===== config.mk =====
export PLATFORM = sky130hd
export DESIGN_NAME = moving_average_win
export DESIGN_NICKNAME = d
export VERILOG_FILES = /design/src/rtl/moving_average_pkg.sv /design/src/rtl/ma_ring_buffer.sv /design/src/rtl/moving_average_win.sv
export SDC_FILE = /design/constraint.sdc
export NUM_CORES = 1
export LEC_CHECK = 0
export ABC_AREA = 1
export CELL_PAD_IN_SITES_DETAIL_PLACEMENT = 1
export CELL_PAD_IN_SITES_GLOBAL_PLACEMENT = 1
export CORE_ASPECT_RATIO = 2
export CORE_MARGIN = 5
export CORE_UTILIZATION = 30
export CTS_CLUSTER_SIZE = 30
export DETAILED_ROUTE_END_ITERATION = 10
export GPL_ROUTABILITY_DRIVEN = 0
export GPL_TIMING_DRIVEN = 1
export PLACE_DENSITY = 0.6
export SLEW_MARGIN = 20
export SYNTH_ARGS = -nofsm -noshare
export SYNTH_HDL_FRONTEND = slang
export SYNTH_HIERARCHICAL = 1
export SYNTH_SLANG_ARGS = --single-unit
export TNS_END_PERCENT = 100

===== constraint.sdc =====
create_clock -name clk -period 7.9 [get_ports clk]
set_input_delay 2.37 -clock clk [delete_from_list [all_inputs] [get_ports clk]]
set_output_delay 2.37 -clock clk [all_outputs]
set_load 0.005 [all_outputs]

===== src/rtl/moving_average_pkg.sv =====
// Shared types and helpers for the sliding-window averager.
// Optional feature macro: MOVING_AVERAGE_ROUND_EN (round-half-up plus output saturation).
package moving_average_pkg;

  localparam int DEFAULT_DATA_W   = 16;
  localparam int DEFAULT_MAX_LOG2 = 4;
  localparam int K_FIELD_W        = 8;

  typedef logic [K_FIELD_W-1:0] k_t;

  // Rounding needs one spare bit so the half-LSB addend cannot overflow the sum.
  function automatic int sum_w(input int data_w, input int max_log2);
`ifdef MOVING_AVERAGE_ROUND_EN
    return data_w + max_log2 + 1;
`else
    return data_w + max_log2;
`endif
  endfunction

  function automatic k_t clamp_k(input int k, input int max_log2);
    return (k > max_log2) ? k_t'(max_log2) : k_t'(k);
  endfunction

endpackage


===== src/rtl/ma_ring_buffer.sv =====
// History store: one synchronous write port, one combinational read port.
// The read is asynchronous so the oldest sample is available in the accepting cycle.
module ma_ring_buffer #(
  parameter int DATA_W = 16,
  parameter int ADDR_W = 4
) (
  input  logic              clk,
  input  logic              i_we,
  input  logic [ADDR_W-1:0] i_waddr,
  input  logic [DATA_W-1:0] i_wdata,
  input  logic [ADDR_W-1:0] i_raddr,
  output logic [DATA_W-1:0] o_rdata
);

  localparam int DEPTH = 1 << ADDR_W;

  logic [DATA_W-1:0] r_mem [DEPTH];

  always_ff @(posedge clk) begin
    if (i_we) begin
      r_mem[i_waddr] <= i_wdata;
    end
  end

  assign o_rdata = r_mem[i_raddr];

endmodule


===== src/rtl/moving_average_win.sv =====
// Exact boxcar mean over a runtime-selectable 2^k window backed by a ring buffer.
// Optional feature macro: MOVING_AVERAGE_ROUND_EN (round-half-up plus output saturation).
module moving_average_win
  import moving_average_pkg::*;
#(
  parameter int DATA_W   = DEFAULT_DATA_W,
  parameter int MAX_LOG2 = DEFAULT_MAX_LOG2
) (
  input  logic                             clk,
  input  logic                             rst_n,
  input  logic                             enable,
  input  logic                             clear,
  input  logic                             in_valid,
  input  logic signed [DATA_W-1:0]         din,
  input  logic [$clog2(MAX_LOG2+1)-1:0]    log2_len,
  input  logic                             decimate,
  output logic signed [DATA_W-1:0]         dout,
  output logic                             out_valid,
  output logic                             window_full
);

  localparam int SUM_W  = sum_w(DATA_W, MAX_LOG2);
  localparam int PTR_W  = MAX_LOG2;
  localparam int FILL_W = MAX_LOG2 + 1;

  localparam logic [FILL_W-1:0] FILL_ONE = FILL_W'(1);
  localparam logic [PTR_W-1:0]  PTR_ONE  = PTR_W'(1);

  // Handshake: a sample is taken on any edge with enable & in_valid & ~clear;
  // there is no backpressure, and out_valid is a one-cycle pulse qualifying dout.

  logic signed [SUM_W-1:0]  r_sum;
  logic [FILL_W-1:0]        r_fill;
  logic [PTR_W-1:0]         r_phase;
  logic [PTR_W-1:0]         r_wr_ptr;
  k_t                       r_k;
  logic signed [DATA_W-1:0] r_dout;
  logic                     r_out_valid;
  logic                     r_window_full;

  k_t                       w_k;
  logic                     w_accept;
  logic                     w_restart;
  logic [FILL_W-1:0]        w_len;
  logic [PTR_W-1:0]         w_mask;
  logic [PTR_W-1:0]         w_rd_addr;
  logic [DATA_W-1:0]        w_old;
  logic signed [SUM_W-1:0]  w_din_ext;
  logic signed [SUM_W-1:0]  w_old_ext;
  logic signed [SUM_W-1:0]  w_base_sum;
  logic [FILL_W-1:0]        w_base_fill;
  logic [PTR_W-1:0]         w_base_phase;
  logic signed [SUM_W-1:0]  w_sum_next;
  logic [FILL_W-1:0]        w_fill_next;
  logic [PTR_W-1:0]         w_phase_next;
  logic                     w_now_full;
  logic                     w_fire;
  logic signed [DATA_W-1:0] w_avg;

  assign w_k       = clamp_k(int'(log2_len), MAX_LOG2);
  assign w_accept  = enable & in_valid & ~clear;
  assign w_restart = (w_k != r_k);
  assign w_len     = FILL_ONE << w_k;
  assign w_mask    = PTR_W'(w_len - FILL_ONE);
  // For the deepest window this lands on wr_ptr itself, read before it is overwritten.
  assign w_rd_addr = r_wr_ptr - PTR_W'(w_len);

  ma_ring_buffer #(
    .DATA_W (DATA_W),
    .ADDR_W (PTR_W)
  ) u_ring (
    .clk     (clk),
    .i_we    (w_accept),
    .i_waddr (r_wr_ptr),
    .i_wdata (din),
    .i_raddr (w_rd_addr),
    .o_rdata (w_old)
  );

  assign w_din_ext = {{(SUM_W-DATA_W){din[DATA_W-1]}}, din};
  assign w_old_ext = {{(SUM_W-DATA_W){w_old[DATA_W-1]}}, w_old};

  // A window change behaves like an empty history: the new sample starts the sum.
  always_comb begin
    w_base_sum   = r_sum;
    w_base_fill  = r_fill;
    w_base_phase = r_phase;
    if (w_restart) begin
      w_base_sum   = '0;
      w_base_fill  = '0;
      w_base_phase = '0;
    end

    w_sum_next  = w_base_sum + w_din_ext;
    w_fill_next = w_base_fill + FILL_ONE;
    if (w_base_fill >= w_len) begin
      w_sum_next  = w_base_sum + w_din_ext - w_old_ext;
      w_fill_next = w_base_fill;
    end

    w_now_full   = (w_fill_next == w_len);
    w_fire       = w_now_full && (!decimate || (w_base_phase == '0));
    w_phase_next = '0;
    if (w_now_full) begin
      w_phase_next = (w_base_phase + PTR_ONE) & w_mask;
    end
  end

`ifdef MOVING_AVERAGE_ROUND_EN
  localparam logic signed [SUM_W-1:0] SUM_ONE = SUM_W'(1);

  logic signed [SUM_W-1:0] w_round_add;
  logic signed [SUM_W-1:0] w_shifted;
  logic                    w_ovf;

  always_comb begin
    w_round_add = '0;
    if (w_k != '0) begin
      w_round_add = SUM_ONE <<< (w_k - k_t'(1));
    end
    w_shifted = (w_sum_next + w_round_add) >>> w_k;
    w_ovf     = !((&w_shifted[SUM_W-1:DATA_W-1]) || !(|w_shifted[SUM_W-1:DATA_W-1]));
    w_avg     = w_shifted[DATA_W-1:0];
    if (w_ovf) begin
      w_avg = w_shifted[SUM_W-1] ? {1'b1, {(DATA_W-1){1'b0}}}
                                 : {1'b0, {(DATA_W-1){1'b1}}};
    end
  end
`else
  always_comb begin
    w_avg = DATA_W'(w_sum_next >>> w_k);
  end
`endif

  always_ff @(posedge clk) begin
    if (!rst_n) begin
      r_sum         <= '0;
      r_fill        <= '0;
      r_phase       <= '0;
      r_wr_ptr      <= '0;
      r_k           <= '0;
      r_dout        <= '0;
      r_out_valid   <= 1'b0;
      r_window_full <= 1'b0;
    end else if (enable) begin
      r_out_valid <= 1'b0;
      if (clear) begin
        r_sum         <= '0;
        r_fill        <= '0;
        r_phase       <= '0;
        r_window_full <= 1'b0;
      end else if (in_valid) begin
        r_sum         <= w_sum_next;
        r_fill        <= w_fill_next;
        r_phase       <= w_phase_next;
        r_wr_ptr      <= r_wr_ptr + PTR_ONE;
        r_k           <= w_k;
        r_window_full <= w_now_full;
        if (w_fire) begin
          r_dout      <= w_avg;
          r_out_valid <= 1'b1;
        end
      end
    end else begin
      r_out_valid <= 1'b0;
    end
  end

  assign dout        = r_dout;
  assign out_valid   = r_out_valid;
  assign window_full = r_window_full;

endmodule

==> results.txt, run 1 <==
----------------------------------------------------
[Global routing]
  Met1 Use GR ... 0.1836
  First-pass GRT wire length ... ~91,000 um
  Total routing usage reported by global routing ... 0.1919
  Via count of the first global-routing pass ... around 15,000
  Antenna violations before repair ... 0
  Global Route met2 Usage ... 0.3953
  Busiest layer in global routing ... met2
  Remaining global-route overflow ... 0
  Maximum number of pins on one net before global-route repair ... 97
  GRT met3 Usage ... 0.01526

[CTS]
  Worst-Skew Late Latency ... about 600 ps
  Clk sink count ... 310
  Number of buffers inserted for hold repair after clock tree synthesis ... 0
  TritonCTS clock tree ... yes
  CTS root buffer ... sky130_fd_sc_hd__clkbuf_16
  Clock edge transition at the registers on the reported setup and hold paths ... 60 ps
  Setup fix buffers added after clock tree synthesis ... 0
  Number of buffers inserted during clock tree synthesis ... 29
  Buffer levels on the longest clock path ... 3
  H-tree depth ... 1
  Count of cells resized by post-cts repair ... 0

[Die]
  Height of the die ... 348.7 um
  Die Outline Area ... 0.06255 mm2
  Boundary pin count ... 43
  Row Count ... 124
  Effective utilization at floorplan ... 0.3015
  Placeable core region ... 0.05709 mm2
  Die outline width ... 179.4 um

[Drt]
  First-pass detailed-route iteration total ... 4
  Remaining number of nets flagged by the antenna check after routing ... 0
  Total number of vias ... 14,480
  Average detailed-routed wire length per instance ... 19.94 um
  Initial DRC count ... 704
  Sum of routed wire length over all layers ... roughly 60,000 um
  Number of DRC violations after detailed routing ... 0
  Detailed-route vias per instance ... 4.835

[Pwr]
  Leakage ... between 8 and 9 nW
  Areal power density over the cells ... roughly 220 mW/mm2
  Peak supply drop ... 0.1301 mV

[STA]
  Final cycle utilization of the critical path ... 0.9652
  Fin Hold WS ... 466.6 ps
  Remaining max-slew budget at the tightest pin ... 0.2679
  Slew Viols, Final ... 0
  Slew at the pin closest to its max-slew limit ... 1095 ps
  Total setup violations reported at the end of the flow ... 0
  Least setup slack across all paths after layout ... 274.7 ps
  Fin Clk Skew ... 22.59 ps
  Setup repair after global routing missed its margin ... false
  Setup TNS after final layout ... 0 ps
  Final number of hold-violating endpoints ... 0
  Peak clock frequency supported by timing ... 0.1311 GHz
  Min Tclk post-route ... 7625 ps

[Setup path]
  Setup Crit Path Kind ... in2reg
  Cell depth of the worst flop-to-flop path ... 26
  Worst endpoint required time ... 8360 ps
  Arrival time reported for the critical path endpoint ... 8090 ps
  Crit start category ... input port
  Type of destination of the critical path ... flip-flop
  Crit path buffers/inverters ... 6
  Most repeated library cell on the critical path ... sky130_fd_sc_hd__nand2_1
  Critical Path Max Stage Delay ... 590 ps
  CP max-delay cell ... sky130_fd_sc_hd__clkdlybuf4s50_1
  Maximum net fanout on the critical path ... 13
  Worst r2r src ... r_k[2]
  Endpoint of the most critical register-to-register path ... dout[15]
  Family of cells with the greatest summed delay on the critical path ... simple AND/OR/NAND/NOR gates
  Reg2reg setup slack ... 2510 ps

[Placed design]
  Placement-stage worst setup slack ... -291.7 ps
  Post-DP HPWL ... 43,780 um
  Cell total after placement ... 2,940
  Buffers added on ports ... 42

[Final layout]
  Area occupied by multi-input gates ... 0.006754 mm2
  Area of all sequential standard cells ... 0.008768 mm2
  Area grow syn2layout ... 14.81%
  Layout filler cell count ... approximately 7,000
  Final Net Count ... 2,293
  Final non-filler cell total ... around 3,000
  Ant. Diodes ... 0
  Fraction of layout instances using a drive strength above 1 ... 0.06926

[Yosys]
  Number of enable-type register cells in the synthesized netlist ... about 260
  Number of warnings issued by yosys ... 6
  Netlist area before placement ... about 0.017 mm2
  Cells after Synth ... 2,164
  Ys flop type ... sky130_fd_sc_hd__edfxtp_1
  Average cell area after synthesis ... 7.954 um2
  Share of synthesized area occupied by flip-flops and latches ... 0.5095
  Distinct cell type count of the synthesized netlist ... 39
  Mapped Nets ... about 2,200
  Synthesis-stage register bit count ... 310
  Ys async rst share ... 0

[Worst hold path]
  Cell depth of the worst min-delay path ... 2
  Hold_sp ... r_sum[13]
  Hold Crit Endpoint ... r_sum[13]
  Class of the tightest hold or removal check ... reg2reg

[Run]
  Max-cap violation count ... 0

[Status]
  Outcome ... complete, no violations

----------------------------------------------------
-- per-stage QoR --
step | total power [mW] | util | area (um2)
4_1_cts | 4.380 | 0.3461 | 19760
3_5_place_dp | 2.843 | 0.3284 | 18750
5_1_grt | 4.537 | 0.3461 | 19760
2_1_floorplan | 2.464 | - | 17210
3_3_place_gp | 2.829 | 0.3284 | 18750
6_report | 4.308 | 0.3461 | 19760
-- registers in the layout (all words and copies together) (netlist names) --
name,cells
r_sum,20
r_wr_ptr,4
r_fill,5
r_phase,4
u_ring/r_mem,256
out_valid,1
window_full,1
r_k,3
dout,16
-- report_power, final --
part | internal, mW | total (mW) | switching (mW)
clock | 0.845 | 1.51 | 0.666
combinational | 0.312 | 1.01 | 0.701
sequential | 1.78 | 1.78 | 0.00670
-- worst reg2reg max path, delay by kind of cell, from the launching register on --
family / cells / cell delay (ps)
compound gates: 1 / 290
xor+xnor: 1 / 410
simple gates: 19 / 3130
fa+ha+maj: 2 / 650
flops: 1 / 360
buf+inv: 3 / 420
-- cell usage after synthesis, drive strengths merged (3+ instances only) --
master | number | area [um2]
and2 | 9 | 56.30
edfxtp | 256 | 7687
nor2 | 122 | 494.2
xnor2 | 7 | 68.82
inv | 370 | 1389
nand3b | 9 | 67.56
nor3 | 9 | 45.04
nand4 | 13 | 96.34
nand2 | 738 | 2820
nand3 | 326 | 1654
ha | 50 | 625.6
or2 | 4 | 25.02
clkbuf | 31 | 116.4
a21oi | 75 | 375.4
buf | 45 | 292.8
fa | 3 | 60.06
xor2 | 5 | 43.79
dfxtp | 54 | 1081
o21ai | 29 | 145.1
-- per-layer routing --
| layer | wire length, um | vias up | share of wire |
|---|---|---|---|
| met1 | 20550 | 7152 | 0.34 |
| met4 | 3190 | 0 | 0.053 |
| met5 | 0 | - | 0 |
| met3 | 1227 | 108 | 0.021 |
| met2 | 34730 | 207 | 0.58 |
| li1 | - | 7009 | - |
-- placed cells by master, fill, tap and decap left out, types with 6 or more instances in the layout --
cell,instances
sky130_fd_sc_hd__a21oi_1,75
sky130_fd_sc_hd__and2_1,9
sky130_fd_sc_hd__buf_4,49
sky130_fd_sc_hd__clkbuf_16,29
sky130_fd_sc_hd__clkdlybuf4s50_1,42
sky130_fd_sc_hd__clkinvlp_4,7
sky130_fd_sc_hd__dfxtp_1,54
sky130_fd_sc_hd__edfxtp_1,256
sky130_fd_sc_hd__ha_1,50
sky130_fd_sc_hd__inv_1,362
sky130_fd_sc_hd__inv_2,6
sky130_fd_sc_hd__nand2_1,730
sky130_fd_sc_hd__nand2_4,6
sky130_fd_sc_hd__nand3_1,323
sky130_fd_sc_hd__nand3b_1,9
sky130_fd_sc_hd__nand4_1,12
sky130_fd_sc_hd__nor2_1,99
sky130_fd_sc_hd__nor2_2,11
sky130_fd_sc_hd__nor2_4,11
sky130_fd_sc_hd__nor3_1,9
sky130_fd_sc_hd__o21ai_0,28
-- area by class of cell --
class | instances | share of cell area
clock inverter | 24 | 0.01418
tap | 756 | 0.04787
timing repair buffer | 96 | 0.04496
inverter | 370 | 0.07054
multi-input combinational | 1408 | 0.3418
clock buffer | 30 | 0.03692
sequential | 310 | 0.4437
-- worst max path at each step --
stage,start,end,slack (ps),cells past startpoint
floorplan,log2_len[2],dout[11],1790,33
global placement,log2_len[2],dout[15],-300,30
detailed placement,log2_len[2],dout[15],-290,30
CTS,log2_len[2],dout[15],330,30
global route,log2_len[2],dout[15],50,31
finish,log2_len[2],dout[15],270,31
-- logic make-up (layout without fill, tap and decap cells) --
kind of cell	Yosys count	after routing	share of synthesized area
compound gates	112	112	0.03380
flops	310	310	0.5095
simple gates	1231	1231	0.3059
fa+ha+maj	53	53	0.03984
xor+xnor	12	12	0.006543
buf+inv	446	520	0.1045
(Power assumes the default switching activity.)
==> run 2: changes to the inputs <==
--- a/config.mk
+++ b/config.mk
@@ -14,7 +14,7 @@
 export CTS_CLUSTER_SIZE = 30
 export DETAILED_ROUTE_END_ITERATION = 10
 export GPL_ROUTABILITY_DRIVEN = 0
-export GPL_TIMING_DRIVEN = 1
+export GPL_TIMING_DRIVEN = 0
 export PLACE_DENSITY = 0.6
 export SLEW_MARGIN = 20
 export SYNTH_ARGS = -nofsm -noshare
==> run 2 against run 1 <==
Power decreased by 0.24%. Wire length up 5.8%. Largest power group unchanged. Cell count is 0.94% higher. Core utilization about the same. Critical endpoint is now dout[7]. Clock power shrank 3%. First-iteration DRC count is 5.5% higher. Sequential share of layout area about the same. Die area did not move. Critical path depth is 2 lower. Combinational power barely moved. Critical path type unchanged.
==> results.txt, run 2 (synthesis gave the netlist of run 1 again) <==
----------------------------------------------------
[Status]
  Outcome ... complete, no violations

[Final layout]
  Largest register by flop count ... u_ring/r_mem
  Commonest cells after routing, fill and taps aside ... sky130_fd_sc_hd__nand2_1 (730), sky130_fd_sc_hd__inv_1 (364), sky130_fd_sc_hd__nand3_1 (323), sky130_fd_sc_hd__edfxtp_1 (256), sky130_fd_sc_hd__nor2_1 (99)
  Fraction of layout instances using a drive strength above 1 ... 0.06575 (-0.003504)
  Ant. Diodes ... 0 (unchanged)
  Most common cell after layout, fill and taps aside ... sky130_fd_sc_hd__nand2_1
  Max reg flops ... 256 (unchanged)
  Utilization after layout ... 0.3457 (-0.0003730)
  Area grow syn2layout ... 14.68%
  Final Net Count ... 2,321 (+1.2%)
  Final non-filler cell total ... 3,022 (+0.94%)

[STA]
  Remaining max-slew budget at the tightest pin ... 0.3681 (+0.1002)
  Min Tclk post-route ... 7599 ps (-26.77 ps)
  Setup TNS after final layout ... 0 ps (unchanged)
  Final number of hold-violating endpoints ... 0 (unchanged)
  Fin Hold WS ... 465.4 ps (-1.110 ps)
  Total setup violations reported at the end of the flow ... 0 (unchanged)
  Setup repair after global routing missed its margin ... false
  Slew Viols, Final ... 0 (unchanged)
  Fin Clk Skew ... 12.07 ps (-10.52 ps)
  Slew at the pin closest to its max-slew limit ... 947.9 ps (-146.8 ps)
  Peak clock frequency supported by timing ... 0.1316 GHz (+0.35%)
  Final cycle utilization of the critical path ... 0.9618 (-0.003389)

[Drt]
  Sum of routed wire length over all layers ... 63,190 um (+5.8%)
  Detailed-route vias per instance ... 4.843 (+0.16%)
  Initial DRC count ... 743 (+5.5%)
  Total number of vias ... 14,640 (+1.1%)
  First-pass detailed-route iteration total ... 5 (+1)
  Remaining number of nets flagged by the antenna check after routing ... 0 (unchanged)
  Average detailed-routed wire length per instance ... 20.91 um (+4.9%)
  Number of DRC violations after detailed routing ... 0 (unchanged)

[CTS]
  Buffer levels on the longest clock path ... 3 (unchanged)
  Number of buffers inserted for hold repair after clock tree synthesis ... 0 (unchanged)
  Clock edge transition at the registers on the reported setup and hold paths ... 70 ps (about the same)
  Worst-Skew Late Latency ... 590 ps (about the same)
  TritonCTS clock tree ... yes
  Number of buffers inserted during clock tree synthesis ... 31 (+6.9%)
  Clk sink count ... 310 (unchanged)
  H-tree depth ... 1 (unchanged)
  CTS root buffer ... sky130_fd_sc_hd__clkbuf_16

[Die]
  Boundary pin count ... 43 (unchanged)
  Height of the die ... 348.7 um (unchanged)
  Effective utilization at floorplan ... 0.3015 (unchanged)
  Row Count ... 124 (unchanged)
  Die outline width ... 179.4 um (unchanged)
  Placeable core region ... 0.05709 mm2 (unchanged)
  Die Outline Area ... 0.06255 mm2 (unchanged)

[Pwr]
  Switching portion of total power ... 0.3264 (+0.007546)
  Peak supply drop ... 0.1703 mV (+31%)
  Areal power density over the cells ... 217.7 mW/mm2 (-0.13%)
  Part of the power in registers ... 0.415 (about the same)
  Combinational power share ... 0.242 (+0.007)
  Net Sw Power ... 1.403 mW (+2.1%)
  Leakage ... 8.810 nW (about the same)
  Clk pwr share ... 0.343 (-0.008)
  Power consumption ... 4.298 mW (-0.24%)
  Int Power ... 2.895 mW (-1.3%)

[Placed design]
  Buffers added on ports ... 42 (unchanged)
  Post-DP HPWL ... 50,330 um (+15%)
  Cell total after placement ... 2,967 (+0.92%)

[Setup path]
  Type of destination of the critical path ... flip-flop
  Worst endpoint required time ... 8430 ps (+70 ps)
  Arrival time reported for the critical path endpoint ... 8130 ps (+40 ps)
  Most repeated library cell on the critical path ... sky130_fd_sc_hd__nand2_1
  Maximum net fanout on the critical path ... 10 (-3)
  Critical Path Max Stage Delay ... 690 ps (+100 ps)
  Setup Crit Path Kind ... in2reg
  Crit start category ... input port
  CP max-delay cell ... sky130_fd_sc_hd__clkdlybuf4s50_1

[Global routing]
  Via count of the first global-routing pass ... 16,090 (+3.9%)
  First-pass GRT wire length ... 93,250 um (+2.5%)
  Remaining global-route overflow ... 0 (unchanged)
  Antenna violations before repair ... 0 (unchanged)
  Total routing usage reported by global routing ... 0.2015 (+0.009502)
  Maximum number of pins on one net before global-route repair ... 23 (-76%)

[Run]
  Max-cap violation count ... 0 (unchanged)

[Worst hold path]
  Class of the tightest hold or removal check ... reg2reg

----------------------------------------------------
## run 2: changes by cell type in the layout (fill, tap and decap cells not counted), moves of 3 or more
cell	before	now
sky130_fd_sc_hd__inv_6	4	1
sky130_fd_sc_hd__nor2_4	11	14
sky130_fd_sc_hd__clkbuf_1	1	27
sky130_fd_sc_hd__buf_4	49	19
sky130_fd_sc_hd__clkbuf_2	0	7
sky130_fd_sc_hd__nor2_2	11	8
sky130_fd_sc_hd__buf_12	5	0
sky130_fd_sc_hd__buf_2	0	21
sky130_fd_sc_hd__buf_6	0	9
sky130_fd_sc_hd__clkinvlp_4	7	3
## run 2: power groups by stage
stage | registers [mW] | clock network [mW] | logic, mW
after global routing | 1.79 | 1.57 | 1.14
after global placement | 1.82 | 0 | 1.02
after floorplan | 1.82 | 0 | 0.645
final | 1.79 | 1.47 | 1.04
after CTS | 1.79 | 1.51 | 1.05
after detailed placement | 1.82 | 0 | 1.04
## run 2: critical path, delay by kind of cell
family / cells / cell delay [ps]
simple gates: 15 / 1780
xor+xnor: 1 / 170
fa+ha+maj: 4 / 1210
buf+inv: 6 / 2190
compound gates: 3 / 370
## run 2: final cells by class
type / count / area (um2)
fillers: 6982 / 37360
flip-flops and latches: 310 / 8768
multi-input cells: 1408 / 6750
inverters: 370 / 1389
well taps: 756 / 945.9
clock buffers: 35 / 790.8
repair buffers: 47 / 474.2
plain buffers: 75 / 416.7
clock inverters: 21 / 203.9
## run 2: metal layers
layer / GRT usage / wire (um) / vias up
met5: 0 / 0 / -
met4: 0.1320 / 4992 / 0
met3: 0.01515 / 1473 / 178
met2: 0.4235 / 36860 / 320
met1: 0.1698 / 19860 / 7074
li1: - / - / 7063
## run 2: final timing paths
check              start        to  slack (ps)  depth (start not counted)
max          log2_len[2]   dout[7]         300                         29
min             r_sum[3]  r_sum[3]         470                          2
min reg2reg     r_sum[3]  r_sum[3]         470                          2
max reg2reg       r_k[2]  dout[13]        2680                         26
## run 2: what timing repair did
item                                    4_1_cts  5_1_grt
endpoints found under the setup margin       12       16
gates resized for setup                       2       18
buffers inserted                              0        0
## run 2: per-stage QoR
stage | cell area [um2] | setup WS (ps)
floorplan | 17210 | 1789
global placement | 18580 | -725.5
detailed placement | 18720 | -822.0
CTS | 19720 | 19.43
global route | 19740 | 3.724
finish | 19740 | 301.5
==> run 3: changes to the inputs <==
--- a/config.mk
+++ b/config.mk
@@ -13,9 +13,10 @@
 export CORE_UTILIZATION = 30
 export CTS_CLUSTER_SIZE = 30
 export DETAILED_ROUTE_END_ITERATION = 10
+export DONT_BUFFER_PORTS = 1
 export GPL_ROUTABILITY_DRIVEN = 0
 export GPL_TIMING_DRIVEN = 0
-export PLACE_DENSITY = 0.6
+export PLACE_DENSITY = 0.59
 export SLEW_MARGIN = 20
 export SYNTH_ARGS = -nofsm -noshare
 export SYNTH_HDL_FRONTEND = slang
==> run 3 against run 2 <==
Flip-flop and latch count stayed put. Sequential power about the same. Combinational power decreased by 4%. Highest routed layer unchanged.
==> results.txt, run 3 (synthesis gave the netlist of run 1 again) <==
----------------------------------------------------
[Setup path]
  Worst endpoint required time ... 8400 ps (-30 ps)
  Cell depth of the worst flop-to-flop path ... 25 (-3.8%)
  Crit start category ... input port
  CP max-delay cell ... sky130_fd_sc_hd__nor2_1
  Critical Path Max Stage Delay ... 550 ps (-140 ps)
  Setup Crit Path Kind ... in2reg
  Maximum net fanout on the critical path ... 10 (unchanged)
  Most repeated library cell on the critical path ... sky130_fd_sc_hd__nand2_1
  Type of destination of the critical path ... flip-flop
  Arrival time reported for the critical path endpoint ... 7950 ps (-180 ps)

[Drt]
  Remaining number of nets flagged by the antenna check after routing ... 0 (unchanged)
  Detailed-route vias per instance ... 4.809 (-0.69%)
  Total number of vias ... 14,360 (-1.9%)
  Number of DRC violations after detailed routing ... 0 (unchanged)
  First-pass detailed-route iteration total ... 5 (unchanged)
  Sum of routed wire length over all layers ... 63,470 um (+0.44%)
  Average detailed-routed wire length per instance ... 21.25 um (+1.7%)
  Initial DRC count ... 647 (-13%)

[Global routing]
  Total routing usage reported by global routing ... 0.2023 (+0.0008704)
  First-pass GRT wire length ... 93,450 um (+0.22%)
  Remaining global-route overflow ... 0 (unchanged)
  Antenna violations before repair ... 0 (unchanged)
  Maximum number of pins on one net before global-route repair ... 23 (unchanged)
  Via count of the first global-routing pass ... 15,600 (-3.1%)

[CTS]
  Buffer levels on the longest clock path ... 3 (unchanged)
  Clk sink count ... 310 (unchanged)
  CTS root buffer ... sky130_fd_sc_hd__clkbuf_16
  Number of buffers inserted during clock tree synthesis ... 30 (-3.2%)
  Clock edge transition at the registers on the reported setup and hold paths ... 70 ps (about the same)
  Count of cells resized by post-cts repair ... 0 (-2)
  H-tree depth ... 1 (unchanged)
  TritonCTS clock tree ... yes
  Worst-Skew Late Latency ... 600 ps (about the same)
  Setup fix buffers added after clock tree synthesis ... 0 (unchanged)
  Number of buffers inserted for hold repair after clock tree synthesis ... 0 (unchanged)

[Worst hold path]
  Cell depth of the worst min-delay path ... 2 (unchanged)
  Class of the tightest hold or removal check ... reg2reg

[Placed design]
  Placement-stage worst setup slack ... -172.0 ps (+650.0 ps)
  Post-DP HPWL ... 50,730 um (+0.81%)
  Cell total after placement ... 2,930 (-1.2%)
  Buffers added on ports ... 0 (-100%)

[STA]
  Remaining max-slew budget at the tightest pin ... 0.3880 (+0.01990)
  Min Tclk post-route ... 7451 ps (-147.7 ps)
  Peak clock frequency supported by timing ... 0.1342 GHz (+2.0%)
  Final cycle utilization of the critical path ... 0.9431 (-0.01870)
  Fin Clk Skew ... 16.32 ps (+4.250 ps)
  Slew Viols, Final ... 0 (unchanged)
  Setup repair after global routing missed its margin ... false
  Least setup slack across all paths after layout ... 449.2 ps (+147.7 ps)
  Slew at the pin closest to its max-slew limit ... 918.1 ps (-29.85 ps)
  Final number of hold-violating endpoints ... 0 (unchanged)
  Total setup violations reported at the end of the flow ... 0 (unchanged)

[Final layout]
  Ant. Diodes ... 0 (unchanged)
  Area grow syn2layout ... 13.27%
  Fraction of layout instances using a drive strength above 1 ... 0.06682 (+0.001062)
  Largest register by flop count ... u_ring/r_mem
  Most common cell after layout, fill and taps aside ... sky130_fd_sc_hd__nand2_1
  Area occupied by multi-input gates ... 0.006715 mm2 (-0.52%)
  Area of all sequential standard cells ... 0.008768 mm2 (unchanged)
  Final Net Count ... 2,284 (-1.6%)
  Final non-filler cell total ... 2,986 (-1.2%)
  Commonest cells after routing, fill and taps aside ... sky130_fd_sc_hd__nand2_1 (730), sky130_fd_sc_hd__inv_1 (364), sky130_fd_sc_hd__nand3_1 (323), sky130_fd_sc_hd__edfxtp_1 (256), sky130_fd_sc_hd__nor2_1 (101)
  Max reg flops ... 256 (unchanged)
  Layout filler cell count ... 7,001 (+0.27%)

[Pwr]
  Areal power density over the cells ... 229.6 mW/mm2 (+5.5%)
  Leakage ... 8.731 nW (-0.89%)
  Power consumption ... 4.477 mW (+4.2%)
  Peak supply drop ... 0.2038 mV (+20%)

[Die]
  Effective utilization at floorplan ... 0.3015 (unchanged)
  Die outline width ... 179.4 um (unchanged)
  Die Outline Area ... 0.06255 mm2 (unchanged)
  Height of the die ... 348.7 um (unchanged)
  Placeable core region ... 0.05709 mm2 (unchanged)
  Row Count ... 124 (unchanged)
  Boundary pin count ... 43 (unchanged)

[Run]
  Max-cap violation count ... 0 (unchanged)

[Status]
  Outcome ... complete, no violations

----------------------------------------------------
run 3: changes by cell type in the layout (fill, tap and decap cells not counted), sizes merged:
cell,delta
clkdlybuf4s50,-40
clkinv,-7
bufinv,+6
buf,+4
inv,+2
dlymetal6s2s,-1
run 3: per-layer routing:
layer  track usage  part of all wire
met5             0                 0
met1        0.1734              0.32
met2        0.4358              0.60
met3       0.01862             0.025
met4        0.1001             0.058
run 3: path summary, 6_finish.rpt:
path               start        end  slack, ps
max          log2_len[2]   dout[10]        450
min            r_sum[15]  r_sum[15]        460
max reg2reg       r_k[2]   dout[10]       2280
min reg2reg    r_sum[15]  r_sum[15]        460
run 3: power by group:
part	switching (mW)	leakage [nW]	internal, mW
sequential	0.00641	2.74	1.78
clock	0.684	0.548	1.01
combinational	0.713	5.44	0.283
run 3: area by class of cell:
type                       count  share of cell area
sequential                   310              0.4498
multi-input combinational   1408              0.3445
inverter                     370             0.07124
tap                          756             0.04852
clock buffer                  34             0.04037
buffer                        76             0.02099
clock inverter                22             0.01810
timing repair buffer          10            0.006546
run 3: critical path: cells and delay by family:
family / cells / cell delay (ps)
AND/OR/NAND/NOR: 19 / 2770
AO/OA/AOI/OAI: 1 / 250
adder cells (fa/ha/maj): 4 / 1420
buffers and inverters: 5 / 1140
run 3: per-stage QoR:
stage / hold slack (ps) / instance area [um2] / setup TNS [ps] / util
after floorplan: 444.1 / 17210 / 0 / -
after global placement: 454.6 / 18160 / -151.7 / 0.3180
after detailed placement: 455.5 / 18360 / -705.1 / 0.3215
after CTS: 465.8 / 19490 / 0 / 0.3414
after global routing: 482.2 / 19490 / 0 / 0.3414
final: 464.0 / 19490 / 0 / 0.3414
